==> config.mk <==
export PLATFORM = sky130hd
export DESIGN_NAME = psddivide_param
export DESIGN_NICKNAME = d
export VERILOG_FILES = /design/src/rtl/psddivide_param.sv
export SDC_FILE = /design/constraint.sdc
export NUM_CORES = 1
export LEC_CHECK = 0
export CORE_ASPECT_RATIO = 0.6
export CORE_MARGIN = 5
export CORE_UTILIZATION = 33
export DETAILED_ROUTE_END_ITERATION = 8
export HOLD_SLACK_MARGIN = 0.15
export SETUP_SLACK_MARGIN = 0.02
export SLEW_MARGIN = 20
export SYNTH_ARGS = -nofsm -noshare
export SYNTH_HDL_FRONTEND = slang
export SYNTH_SLANG_ARGS = --single-unit
==> constraint.sdc <==
create_clock -name clock -period 6.8 [get_ports clock]
set_input_delay 1.02 -clock clock [delete_from_list [all_inputs] [get_ports clock]]
set_output_delay 1.02 -clock clock [all_outputs]
set_load 0.005 [all_outputs]
==> src/rtl/psddivide_param.sv <==
// Sequential non-restoring divider, WIDTH bits, signed/unsigned per operation.
// One quotient bit per cycle; start-to-done latency is WIDTH+1 clock edges.
module psddivide_param #(
  parameter int WIDTH = 32
) (
  input  logic             clock,
  input  logic             reset,
  input  logic             start,
  input  logic             signed_mode,
  input  logic [WIDTH-1:0] dividend,
  input  logic [WIDTH-1:0] divisor,
  output logic             busy,
  output logic             done,
  output logic [WIDTH-1:0] quotient,
  output logic [WIDTH-1:0] rest,
  output logic             div_by_zero
);

  localparam int CW = $clog2(WIDTH + 1);
  localparam logic [CW-1:0] LAST = CW'(WIDTH - 1);

  typedef enum logic [1:0] {
    IDLE,
    ITER,
    FIX
  } state_e;

  state_e state_q, state_d;

  logic             smode_q, smode_d;
  logic             dsgn_q, dsgn_d;
  logic             vsgn_q, vsgn_d;
  logic [WIDTH-1:0] dvs_q, dvs_d;
  logic [WIDTH-1:0] acc_q, acc_d;
  logic [WIDTH:0]   rem_q, rem_d;
  logic [CW-1:0]    cnt_q, cnt_d;
  logic [WIDTH-1:0] quo_q, quo_d;
  logic [WIDTH-1:0] rst_q, rst_d;
  logic             dz_q, dz_d;
  logic             done_q, done_d;

  logic             dsgn_in, vsgn_in;
  logic [WIDTH-1:0] a_mag, b_mag;
  logic [WIDTH:0]   rem_sh, rem_nx;
  logic [WIDTH-1:0] r_mag, q_res, r_res;
  logic             dz_now;

  assign dsgn_in = signed_mode & dividend[WIDTH-1];
  assign vsgn_in = signed_mode & divisor[WIDTH-1];
  assign a_mag   = dsgn_in ? {WIDTH{1'b0}} - dividend : dividend;
  assign b_mag   = vsgn_in ? {WIDTH{1'b0}} - divisor : divisor;

  // Remainder keeps a sign bit; dividend bits shift in from acc_q.
  assign rem_sh = {rem_q[WIDTH-1:0], acc_q[WIDTH-1]};
  assign rem_nx = rem_q[WIDTH] ? rem_sh + {1'b0, dvs_q}
                               : rem_sh - {1'b0, dvs_q};

  assign r_mag  = rem_q[WIDTH] ? rem_q[WIDTH-1:0] + dvs_q
                               : rem_q[WIDTH-1:0];
  assign dz_now = (dvs_q == '0);

  // A zero divisor leaves the dividend in the remainder, so only q is forced.
  always_comb begin
    q_res = acc_q;
    r_res = r_mag;
    if (smode_q && (dsgn_q ^ vsgn_q)) q_res = {WIDTH{1'b0}} - acc_q;
    if (smode_q && dsgn_q)            r_res = {WIDTH{1'b0}} - r_mag;
    if (dz_now)                       q_res = '1;
  end

  always_comb begin
    state_d = state_q;
    smode_d = smode_q;
    dsgn_d  = dsgn_q;
    vsgn_d  = vsgn_q;
    dvs_d   = dvs_q;
    acc_d   = acc_q;
    rem_d   = rem_q;
    cnt_d   = cnt_q;
    quo_d   = quo_q;
    rst_d   = rst_q;
    dz_d    = dz_q;
    done_d  = 1'b0;
    unique case (state_q)
      IDLE: begin
        if (start) begin
          smode_d = signed_mode;
          dsgn_d  = dividend[WIDTH-1];
          vsgn_d  = divisor[WIDTH-1];
          acc_d   = a_mag;
          dvs_d   = b_mag;
          rem_d   = '0;
          cnt_d   = '0;
          state_d = ITER;
        end
      end
      ITER: begin
        rem_d = rem_nx;
        acc_d = {acc_q[WIDTH-2:0], ~rem_nx[WIDTH]};
        cnt_d = cnt_q + CW'(1);
        if (cnt_q == LAST) state_d = FIX;
      end
      FIX: begin
        quo_d   = q_res;
        rst_d   = r_res;
        dz_d    = dz_now;
        done_d  = 1'b1;
        state_d = IDLE;
      end
      default: state_d = IDLE;
    endcase
  end

  always_ff @(posedge clock or negedge reset) begin
    if (!reset) begin
      state_q <= IDLE;
      smode_q <= 1'b0;
      dsgn_q  <= 1'b0;
      vsgn_q  <= 1'b0;
      dvs_q   <= '0;
      acc_q   <= '0;
      rem_q   <= '0;
      cnt_q   <= '0;
      quo_q   <= '0;
      rst_q   <= '0;
      dz_q    <= 1'b0;
      done_q  <= 1'b0;
    end else begin
      state_q <= state_d;
      smode_q <= smode_d;
      dsgn_q  <= dsgn_d;
      vsgn_q  <= vsgn_d;
      dvs_q   <= dvs_d;
      acc_q   <= acc_d;
      rem_q   <= rem_d;
      cnt_q   <= cnt_d;
      quo_q   <= quo_d;
      rst_q   <= rst_d;
      dz_q    <= dz_d;
      done_q  <= done_d;
    end
  end

  assign busy        = (state_q != IDLE);
  assign done        = done_q;
  assign quotient    = quo_q;
  assign rest        = rst_q;
  assign div_by_zero = dz_q;

endmodule

==> results.md <==
| Item | Value | Unit |
| --- | --- | --- |
| Status | finished clean | - |
| Count of inserted antenna diode cells | 0 | - |
| Share of the clock period used by the worst path | 66.0 | % |
| TritonCTS clock tree | built | - |
| Die boundary width | 273 | um |
| Cts bufs inserted | 17 | - |
| Slew margin rel. | 35.7 | % |
| Clock tree buffer depth | 2 | - |
| Final Max Slew Viols | 0 | - |
| DRT Pass-1 Iters | 6 | - |
| Clock latency reported for the late side of the worst-skew pair | 460 | ps |
| Max Cap Viol | 0 | - |
| Area taken by flip-flops and latches | 4360 | um^2 |
| Top FF cell, synth | dfrtp_1 | - |
| Number of remaining DRC errors | 0 | - |
| Antenna viol nets, final | 0 | - |
| Synthesized area | 13,700 | um^2 |
| Least-Margin Pin Slew | 962 | ps |
| Maximum fanout along the worst path | 6 | - |
| Vias per Instance | 5.55 | - |
| Number of setup violations in the final report | 0 | - |
| Gate count of the mapped netlist | 1,713 | - |
| Post-Route Skew | 14.0 | ps |
| Hold Buf Count CTS | 0 | - |
| Total number of vias | 13,100 | - |
| Share of synthesized flip-flops with an asynchronous set or reset | 100 | % |
| Worst endpoint required time | 7150 | ps |
| CTS resizes | 0 | - |
| Synth cell types | 83 | - |
| Final critical delay including setup and external delays | 4490 | ps |
| Area taken by multi-input logic gates | 8920 | um^2 |
| FP Rows | 57 | - |
| Starting density of the core | 33.6 | % |
| WS Path Type | reg2reg | - |
| Class of the tightest hold or removal check | reg2reg | - |
| Overall fraction of global-route tracks in use | 19.7 | % |
| Clk root buf | clkbuf_16 | - |
| Clock sink count | 174 | - |
| Count of final hold-check violations | 0 | - |
| Die footprint | 45,900 | um^2 |
| Maximum frequency from static timing analysis | 0.223 | GHz |
| Height of the die | 168 | um |
| Fraction of layout cells with a size suffix above 1 | 4.28 | % |
| Area of the placeable core | 40,800 | um^2 |
| Data arrival time at the worst-slack endpoint | 4830 | ps |
| Initial detailed-routing violation count | 1,170 | - |
| Seq/Total Area, Yosys | 31.7 | % |
| Critical path capture point type | register | - |
| IR Drop Worst-Case VDD | 0.243 | mV |
| Setup Fix Bufs, Post-CTS | 0 | - |
| Yosys synthesis warning count | 0 | - |
| Wire length per cell | 19.5 | um |
| Residual overflow from global routing | 0 | - |
| Syn nets | 1,853 | - |
| Flip-flop and latch count after synthesis | 174 | - |
| Clock transition at the registers of the reported paths | 80 | ps |
| Number of enable flip-flop cells after synthesis | 0 | - |
| Total negative setup slack | 0 | ps |
| DPL Wire Length | 36,400 | um |
| Number of antenna violations at the first check in global routing | 0 | - |
| Area growth from synthesis to layout | 17.5 | % |
| Static Leakage | 6.72 | nW |
| Setup repair after global routing missed its margin | false | - |
| CTS H-tree depth | 4 | - |
| Maximum number of pins on one net before global-route repair | 95 | - |
| Count of buffers from port buffering | 134 | - |
| Cell area power density | 542 | nW/um^2 |
| Via count of the first global-routing pass | 11,700 | - |
| Synthesized area per cell | 8.01 | um^2 |
| Number of filler cells placed in the layout | 4,141 | - |
| First-pass GRT wire length | 71,000 | um |
| Post-Route WL | 46,000 | um |
| Top-Level Pins | 135 | - |
| Net total in the final layout | 1,924 | - |
| Pre-CTS setup slack | 2360 | ps |
| Setup crit start kind | register | - |
| Routability congestion estimate | 0.971 | - |
| Setup WS post-layout | 2310 | ps |
cell usage after synthesis (12+ instances only):
master,number,area share (%)
nand2_1,239,6.5
o21ai_0,207,7.5
dfrtp_1,174,32
a21oi_1,114,4.2
nor2_1,114,3.1
xnor2_1,96,6.1
xor2_1,95,6.1
clkbuf_1,75,2.1
ha_1,70,6.4
nand3_1,53,1.9
nor3_1,40,1.5
inv_1,38,1.0
a21o_1,30,1.6
o31ai_1,30,1.6
a22oi_1,29,1.6
nor4_1,17,0.77
o21ai_1,17,0.62
a31oi_1,16,0.73
or3_1,16,0.73
a211oi_1,14,0.77
and2_1,13,0.59
nand2b_1,13,0.59
or4_1,12,0.66
path summary, 6_finish.rpt:
kind	startpoint	endpoint	slack, ps	cells past startpoint
worst min register to register	quotient[0]	quotient[0]	470	2
worst min-delay path	quotient[0]	quotient[0]	470	2
worst max register to register	dvs_q[2]	rem_q[32]	2310	19
max in group asynchronous	reset	acc_q[13]	4740	2
worst max-delay path	dvs_q[2]	rem_q[32]	2310	19
min in group asynchronous	reset	rest[8]	570	1
metal layers:
metal	GRT usage (%)	share of wire, %	vias up
met5	0	0	-
met4	3.00	0.63	0
met3	7.62	12	21
met2	22.7	34	530
met1	33.1	53	6197
li1	-	-	6326
flip-flops by register name, indices dropped and copies added (netlist names), 2 cells and up:
name,flops
acc_q,32
cnt_q,6
rest,32
dvs_q,32
quotient,32
state_q,2
rem_q,33
cells by family (layout without fill, tap and decap cells):
logic type / after synthesis / in the layout / share of synthesized area [%]
compound gates: 552 / 552 / 25.0
simple gates: 578 / 578 / 19.7
buf+inv: 131 / 215 / 3.63
mux: 15 / 15 / 1.13
fa+ha+maj: 72 / 72 / 6.67
xor+xnor: 191 / 191 / 12.2
flops: 174 / 174 / 31.7
cell type report:
cell class                 count  share of cell area (%)
multi-input combinational   1408                    55.3
tap                          560                    4.34
timing repair buffer         143                    8.74
inverter                      40                   0.931
sequential                   174                    27.0
clock inverter                15                    1.05
clock buffer                  17                    2.64
per-stage QoR:
stage | hold WS, ps | std cells | area, um^2 | power, W | utilization, %
3_5_place_dp | 455 | 2325 | 15500 | 0.00755 | 38.1
6_report | 466 | 2357 | 16100 | 0.00875 | 39.5
5_1_grt | 495 | 2357 | 16100 | 0.00945 | 39.5
2_1_floorplan | 455 | 1713 | 13700 | 0.00596 | -
3_3_place_gp | 454 | 2325 | 15500 | 0.00752 | 38.1
4_1_cts | 471 | 2357 | 16100 | 0.00860 | 39.5
worst max-delay path, cell delays in order (launching register included):
cell and delay (ps):
dfrtp_1 460, nor3_1 300, nand2b_1 130, nor4_1 510, nand2_1 180, nand2_1 190, xnor2_1 140, ha_1 300
a21o_1 170, a21o_1 210, a21oi_1 200, o21ai_0 150, and3_1 190, a2111oi_0 320, buf_4 220, o211ai_1 130
nand2_1 100, a31oi_1 100, xnor2_1 180, a22o_1 190
power by group:
group	total, W	switching, W	internal (W)	leakage, nW
combinational	0.00570	0.00340	0.00230	4.35
clock	0.00102	0.000496	0.000525	0.296
sequential	0.00203	0.000679	0.00135	2.08
cells in the final DEF (no fill, tap or decap), types with 40 or more instances in the layout:
cell type,n
nor2_1,113
ha_1,70
clkdlybuf4s50_1,133
dfrtp_1,173
o21ai_0,207
xor2_1,95
nand3_1,53
xnor2_1,96
a21oi_1,114
nor3_1,40
nand2_1,238
Note: power is estimated with default switching activity, not from simulation.
